**src/rtl/serializer_fsm_if.sv**
```systemverilog
// Parallel-in / serial-out handshake bundle for serializer_fsm.
// master drives the upstream word and downstream ready; slave is the serializer.
interface serializer_fsm_if #(
   parameter int LENGTH = 32
);
   logic [LENGTH-1:0] iv_din;
   logic              i_din_valid;
   logic              o_ready;
   logic              i_ready;
   logic              o_dout;
   logic              o_dout_valid;
   logic              o_done;

   modport master (
      output iv_din, i_din_valid, i_ready,
      input  o_ready, o_dout, o_dout_valid, o_done
   );

   modport slave (
      input  iv_din, i_din_valid, i_ready,
      output o_ready, o_dout, o_dout_valid, o_done
   );
endinterface

```
**src/rtl/serializer_fsm.sv**
```systemverilog
// LSB-first word serializer: IDLE accepts a word, WAIT holds until downstream
// is ready, SHIFT streams LENGTH bits, DONE pulses once before returning to IDLE.
module serializer_fsm #(
   parameter int LENGTH = 32
) (
   input  logic i_clk,
   input  logic i_rst_n,
   input  logic i_en,
   serializer_fsm_if.slave bus
);
   localparam int CW = $clog2(LENGTH);
   localparam logic [CW-1:0] LAST = CW'(LENGTH - 1);

   typedef enum logic [1:0] {
      IDLE,
      WAIT,
      SHIFT,
      DONE
   } state_t;

   state_t            state_q, state_d;
   logic [LENGTH-1:0] sr_q, sr_d;
   logic [CW-1:0]     cnt_q, cnt_d;
   logic              ready, dout_valid, done;

   always_comb begin
      state_d    = state_q;
      sr_d       = sr_q;
      cnt_d      = cnt_q;
      ready      = 1'b0;
      dout_valid = 1'b0;
      done       = 1'b0;
      unique case (state_q)
         IDLE: begin
            ready = 1'b1;
            if (i_en && bus.i_din_valid) begin
               sr_d    = bus.iv_din;
               cnt_d   = '0;
               state_d = WAIT;
            end
         end
         WAIT: begin
            if (i_en && bus.i_ready) state_d = SHIFT;
         end
         SHIFT: begin
            dout_valid = i_en;
            if (i_en) begin
               sr_d = sr_q >> 1;
               // counter is cleared on the last bit instead of wrapping past LENGTH-1
               if (cnt_q == LAST) begin
                  cnt_d   = '0;
                  state_d = DONE;
               end else begin
                  cnt_d = cnt_q + 1'b1;
               end
            end
         end
         DONE: begin
            done = i_en;
            if (i_en) state_d = IDLE;
         end
         default: state_d = IDLE;
      endcase
   end

   always_ff @(posedge i_clk) begin
      if (!i_rst_n) begin
         state_q <= IDLE;
         sr_q    <= '0;
         cnt_q   <= '0;
      end else begin
         state_q <= state_d;
         sr_q    <= sr_d;
         cnt_q   <= cnt_d;
      end
   end

   assign bus.o_ready      = ready;
   assign bus.o_dout_valid = dout_valid;
   assign bus.o_done       = done;
   assign bus.o_dout       = sr_q[0];
endmodule

```
**src/flat_wrapper.sv**
```systemverilog
// flat-port wrapper written by rule: the top's interface ports become plain ports
module serializer_fsm_flat 
#(
   parameter int LENGTH = 32
)
  (i_clk, i_rst_n, i_en, bus_iv_din, bus_i_din_valid, bus_i_ready, bus_o_ready, bus_o_dout, bus_o_dout_valid, bus_o_done);
  serializer_fsm_if #(.LENGTH(LENGTH)) bus_i ();
  input  logic i_clk;
  input  logic i_rst_n;
  input  logic i_en;
  input wire logic [$bits(bus_i.iv_din)-1:0] bus_iv_din;
  input wire logic [$bits(bus_i.i_din_valid)-1:0] bus_i_din_valid;
  input wire logic [$bits(bus_i.i_ready)-1:0] bus_i_ready;
  output wire logic [$bits(bus_i.o_ready)-1:0] bus_o_ready;
  output wire logic [$bits(bus_i.o_dout)-1:0] bus_o_dout;
  output wire logic [$bits(bus_i.o_dout_valid)-1:0] bus_o_dout_valid;
  output wire logic [$bits(bus_i.o_done)-1:0] bus_o_done;
  assign bus_i.iv_din = bus_iv_din;
  assign bus_i.i_din_valid = bus_i_din_valid;
  assign bus_i.i_ready = bus_i_ready;
  assign bus_o_ready = bus_i.o_ready;
  assign bus_o_dout = bus_i.o_dout;
  assign bus_o_dout_valid = bus_i.o_dout_valid;
  assign bus_o_done = bus_i.o_done;
  serializer_fsm #(.LENGTH(LENGTH)) u_core (.i_clk(i_clk), .i_rst_n(i_rst_n), .i_en(i_en), .bus(bus_i));
endmodule
```
**config.mk**
```make
export PLATFORM = sky130hd
export DESIGN_NAME = serializer_fsm_flat
export DESIGN_NICKNAME = d
export VERILOG_FILES = /design/src/rtl/serializer_fsm_if.sv /design/src/rtl/serializer_fsm.sv /design/src/flat_wrapper.sv
export SDC_FILE = /design/constraint.sdc
export NUM_CORES = 1
export LEC_CHECK = 0
export ABC_AREA = 1
export CORE_MARGIN = 4
export CORE_UTILIZATION = 50
export DETAILED_ROUTE_END_ITERATION = 10
export GPL_ROUTABILITY_DRIVEN = 0
export PLACE_DENSITY = 0.78
export SYNTH_ARGS = -nofsm -noshare
export SYNTH_HDL_FRONTEND = slang
export SYNTH_SLANG_ARGS = --single-unit
export TNS_END_PERCENT = 30
```
**constraint.sdc**
```tcl
create_clock -name i_clk -period 1.74 [get_ports i_clk]
set_clock_uncertainty 0.05 [all_clocks]
set_input_delay 0.174 -clock i_clk [delete_from_list [all_inputs] [get_ports i_clk]]
set_output_delay 0.174 -clock i_clk [all_outputs]
set_load 0.1 [all_outputs]
```
After elaboration in Yosys (flattened, before gate mapping)
Cells that the tools add are included.
{"block": "word_totals", "ff_bits": 39, "out_inout_bits": 4}
{"block": "op_classes", "addsub": 1, "eq_ne": 9, "mux": 16, "n_reduce_logical": 6}
{"cell": "32-bit 2-to-1 mux", "count": 2}
{"cell": "32-bit one-hot mux with 2 select lines", "count": 1}
{"cell": "5-bit 2-to-1 mux", "count": 3}
{"cell": "2-bit 2-to-1 mux", "count": 5}
{"cell": "5-bit one-hot mux with 2 select lines", "count": 1}
{"cell": "2-bit one-hot mux with 4 select lines", "count": 1}
{"cell": "2-bit by 1-bit inequality test with 1-bit output, second input constant", "count": 3}
{"cell": "5-bit by 1-bit adder with 5-bit output, second input constant", "count": 1}
{"cell": "5-bit == test, second input constant", "count": 1}
{"cell": "5-bit AND reduction", "count": 1}
{"cell": "2-bit == test, second input constant", "count": 2}
{"cell": "2-bit inequality test, second input constant", "count": 2}
{"cell": "1-bit 2-to-1 mux", "count": 3}
{"cell": "3-bit AND reduction", "count": 1}
{"cell": "2-bit by 1-bit == test with 1-bit output, second input constant", "count": 1}
{"cell": "1-bit logical AND", "count": 2}
{"cell": "2-bit zero test", "count": 1}
{"cell": "2-bit nonzero test", "count": 1}

Longest topological paths before layout
{"block": "depth", "ltp_word": 4, "mapped_depth": 11, "mapped_depth_nobuf": 11}

Least setup slack after synthesis
OpenSTA, ideal clock, no wires.
{"block": "synth_timing", "path_type": "register to register", "start": "register u_core.state_q[0]", "end": "register u_core.sr_q[29]", "setup_time_ns": 0.132, "arrival_ns": 1.978, "path_slack_ns": -0.420, "path_stages_with_launch": 9, "n_path_buf": 1, "synth_period_minus_slack_ns": 2.160, "cell_sequence": "dfxtp_1 inv_1 ha_1 nand2_1 nand3_4 clkinv_2 buf_6 nand2_1 a21oi_1"}
{"block": "synth_via", "elab_chain_len": 3, "elab_cells_between_ends": 7}
{"item": "from (decl)", "line": "serializer_fsm.sv:21", "rtl": "state_t state_q, state_d;"}
{"item": "from (signal assigned)", "line": "serializer_fsm.sv:72", "rtl": "state_q <= state_d;"}
{"item": "2-bit == test / 2-bit zero test (equally long branches)", "line": "serializer_fsm.sv:33", "rtl": "unique case (state_q)"}
{"item": "2-bit inequality test (no source line) (tied with other cells)"}
{"item": "3-bit AND reduction (no source line)"}
{"item": "to (signal assigned)", "line": "serializer_fsm.sv:73", "rtl": "sr_q <= sr_d;"}
{"item": "to (decl)", "line": "serializer_fsm.sv:22", "rtl": "logic [LENGTH-1:0] sr_q, sr_d;"}
Several ways; a longest one is shown, not always the timed one.
A chain may end at the register's enable or synchronous reset.

Worst setup path after layout
{"block": "layout_timing", "start": "register u_core.cnt_q[0]", "end": "register u_core.cnt_q[0]"}
{"block": "layout_via", "elab_chain_len": 4, "elab_cells_between_ends": 5}
{"item": "from (decl)", "line": "serializer_fsm.sv:23", "rtl": "logic [CW-1:0] cnt_q, cnt_d;"}
{"item": "from (signal assigned)", "line": "serializer_fsm.sv:74", "rtl": "cnt_q <= cnt_d;"}
{"item": "5-bit by 1-bit adder with 5-bit output / 5-bit == test (equally long branches)", "line": "serializer_fsm.sv:54, serializer_fsm.sv:50"}
{"item": "5-bit 2-to-1 mux *", "line": "serializer_fsm.sv:50", "rtl": "if (cnt_q == LAST) begin"}
{"item": "5-bit 2-to-1 mux *", "line": "serializer_fsm.sv:47", "rtl": "if (i_en) begin"}
{"item": "5-bit one-hot mux with 2 select lines *", "line": "serializer_fsm.sv:33"}
Every way passes the cells marked *; elsewhere a longest branch is shown, timed or not. The select of a mux whose other input is x is not followed.

==> results by group <==
Timing
  • Worst slew margin: 76.3%
  • Unrepaired setup endpoints after global routing: false
  • Measured slew at the worst slew-check pin: 0.356 ns
  • Fin. Hold Viols: 0
  • Setup TNS: 0 ns
  • Highest clock rate: 0.620 GHz
  • Fin. max-slew vios: 0
  • Tmin final: 1.61 ns
  • Endpoints failing setup: 0
  • Final worst slack: 0.127 ns
  • Fin crit share: 92.7%

Synth
  • Complex-gate fraction of the synthesized area: 8.86%
  • Multiplexer share of the synthesized area: 0%
  • #FFs+latches synth: 39
  • Xor/xnor cell area share of the yosys netlist: 0.431%
  • Yosys top cell by area: dfxtp_1
  • Largest family of logic cells by synthesized area: simple AND/OR/NAND/NOR gates
  • Area contributors post-synth: dfxtp_1 38%, nand2_1 34%, a21oi_1 7.9%
  • Part of the Yosys area used for sequential elements: 38.4%
  • Average size of a mapped cell: 6.22 µm²
  • Simple-Gate Fraction of Synth Area: 39.9%
  • Post-Syn Area: 2030 µm²
  • Synthesized net count: 370
  • Synth Area in Adders: 3.69%
  • Post-synth top area share: 38.4%
  • Cells after Synth: 327
  • Number of distinct library cells after synthesis: 19
  • Syn. warnings: 0

Placement
  • Setup slack at placement: 0.0476 ns
  • Placed Cells: 408
  • Buffers added on ports: 40
  • Post-detail-place hpwl: 2.86 mm

Worst setup path
  • Buffers plus inverters on the worst setup path: 1
  • R2R depth: 9
  • CP top delay family: simple AND/OR/NAND/NOR gates
  • Critical Path RT: 1.87 ns
  • Stages on worst setup path: 9
  • Startpoint Class: register
  • Most frequent cell on the critical path: nand2_1
  • Cells along the critical path: ha_1 -> nand2_1 -> nor2_1 -> ha_1 -> inv_1 -> nand2_1 -> nand2_1 -> o21ai_1 -> nor2_1
  • CP Capture Type: register
  • Slowest cell on crit path: dfxtp_1
  • Slowest stage delay, CP: 0.37 ns
  • CP Data Arrival Time: 1.74 ns
  • Worst-path maximum fanout: 3
  • Crit path kind: reg2reg

Floorplanning
  • Num ports: 41
  • Placement Rows: 22
  • Core box area: 3800 µm²
  • Die Span X: 71.8 µm
  • Die ar.: 5150 µm²
  • Initial Util: 53.5%
  • DIE HEIGHT: 71.8 µm

Routing
  • Final WL: 4.24 mm
  • Drt initial violations: 83
  • Routed Antenna Nets: 0
  • # DRC: 0
  • First-pass detailed-route iteration total: 4
  • Vias per cell: 4.82
  • Routed len/inst: 10.2 µm
  • Via count: 2,007

CTS
  • CTS Root Cell: clkbuf_8
  • CTS tree: done
  • Sink Count: 39
  • Maximum buffer depth of the clock tree: 2
  • CTS Buf Count: 5
  • Worst-Skew Late Latency: 0.29 ns
  • Clock Pin Slew Worst Setup and Hold Paths: 0.07 ns
  • H-tree depth: 2

Cells and area
  • # fillers: 350
  • Nets@finish: 410
  • N_diodes: 0
  • Final std cells w/o fill: 416
  • P&R area growth vs syn: 29.0%
  • Share of post-route cells with drive strength above 1: 7.88%
  • Final core occ: 69.0%

Global routing
  • Number of global-route vias before repair: 1,797
  • Initial antenna violation count: 0
  • First-pass GRT wire length: 7.30 mm
  • Gr ovfl total: 0
  • GRT Resource Usage Total: 17.4%
  • Largest net degree at the start of global routing: 35

Run status
  • Status: finished clean

Min path
  • Hold WC Path Type: reg2reg
  • Worst hold stages: 2

Power
  • Max IR drop VDD: 699 µV
  • LEAKAGE: 1.20 nW
  • PwrDens: 1640 nW/µm²
  • Overall power: 0.00429 W

Run
  • Max-cap violations: 0
## timing repair
item	4_1_cts	5_1_grt
endpoints found under the hold margin	0	0
hold buffers	0	0
gates resized for setup	0	5
setup buffers	0	0
setup endpoints to repair	0	30
## synth_stat cells (all sizes together)
library cell and count:
nand2 184, dfxtp 39, a21oi 32, inv 18
nor2 16, buf 9, clkbuf 8, ha 6
nand3 6, o21ai 4, clkinv 2, nand4 2
xor2 1
## final timing paths
kind	startpoint	endpoint	slack (ns)
setup / recovery	u_core.cnt_q[0]	u_core.cnt_q[0]	0.13
setup reg to reg	u_core.cnt_q[0]	u_core.cnt_q[0]	0.13
hold reg to reg	u_core.sr_q[15]	u_core.sr_q[15]	0.41
hold / removal	u_core.sr_q[15]	u_core.sr_q[15]	0.41
## report_power, final
| group | internal, W | switching, W | total, W |
|---|---|---|---|
| logic | 0.000889 | 0.00149 | 0.00238 |
| clock network | 0.000280 | 0.000310 | 0.000590 |
| registers | 0.00118 | 0.000144 | 0.00132 |
## tightest hold or removal path, stage by stage (launching register included)
cell,delay (ns)
dfxtp_1,0.31
nand2_1,0.06
a21oi_1,0.05
## state kept, by name (all words and copies together) (netlist names)
| register | count |
|---|---|
| u_core.cnt_q | 5 |
| u_core.state_q | 2 |
| u_core.sr_q | 32 |
## layout by cell type, fill, tap and decap left out
cell type	Yosys	routed
a21oi_1	32	32
buf_12	0	4
buf_4	2	8
buf_6	3	2
clkbuf_1	8	1
clkbuf_8	0	5
clkdlybuf4s50_1	0	36
clkinv_1	1	1
clkinv_2	1	1
clkinvlp_4	0	2
dfxtp_1	39	39
ha_1	6	4
ha_2	0	1
ha_4	0	1
inv_1	17	16
inv_4	1	2
nand2_1	182	182
nand2_2	2	2
nand3_1	5	5
nand3_4	1	1
nand4_1	2	2
nor2_1	16	16
o21ai_0	4	3
o21ai_1	0	1
xor2_1	1	1
## metal layers
| metal | up-vias | share of wire (%) | GRT usage [%] |
|---|---|---|---|
| met5 | - | 0 | 0 |
| met4 | 0 | 1.5 | 7.10 |
| met3 | 9 | 6.3 | 4.49 |
| met2 | 44 | 47 | 30.8 |
| met1 | 876 | 45 | 19.8 |
| li1 | 1078 | - | - |
## cell families after synthesis
| logic type | after synthesis |
|---|---|
| and+or+nand+nor | 208 |
| DFF | 39 |
| buffers and inverters | 37 |
| AOI/OAI and AO/OA | 36 |
| adders and majority gates | 6 |
| xor gates and xnor gates | 1 |
## cell type report
| type | instances | area (µm²) | share of cell area [%] |
|---|---|---|---|
| inverters | 20 | 83.8 | 3.20 |
| multi-input cells | 251 | 1090 | 41.6 |
| flip-flops and latches | 39 | 781 | 29.8 |
| repair buffers | 50 | 523 | 19.9 |
| clock buffers | 6 | 72.6 | 2.77 |
| well taps | 48 | 60.1 | 2.29 |
| clock inverters | 2 | 12.5 | 0.477 |
## through the flow
stage | cell area, µm² | hold slack [ns]
3_3_place_gp | 2530 | 0.401
2_1_floorplan | 2050 | 0.245
3_5_place_dp | 2530 | 0.404
5_1_grt | 2620 | 0.429
6_report | 2620 | 0.415
4_1_cts | 2610 | 0.417
Note: power is estimated with default switching activity, not from simulation.
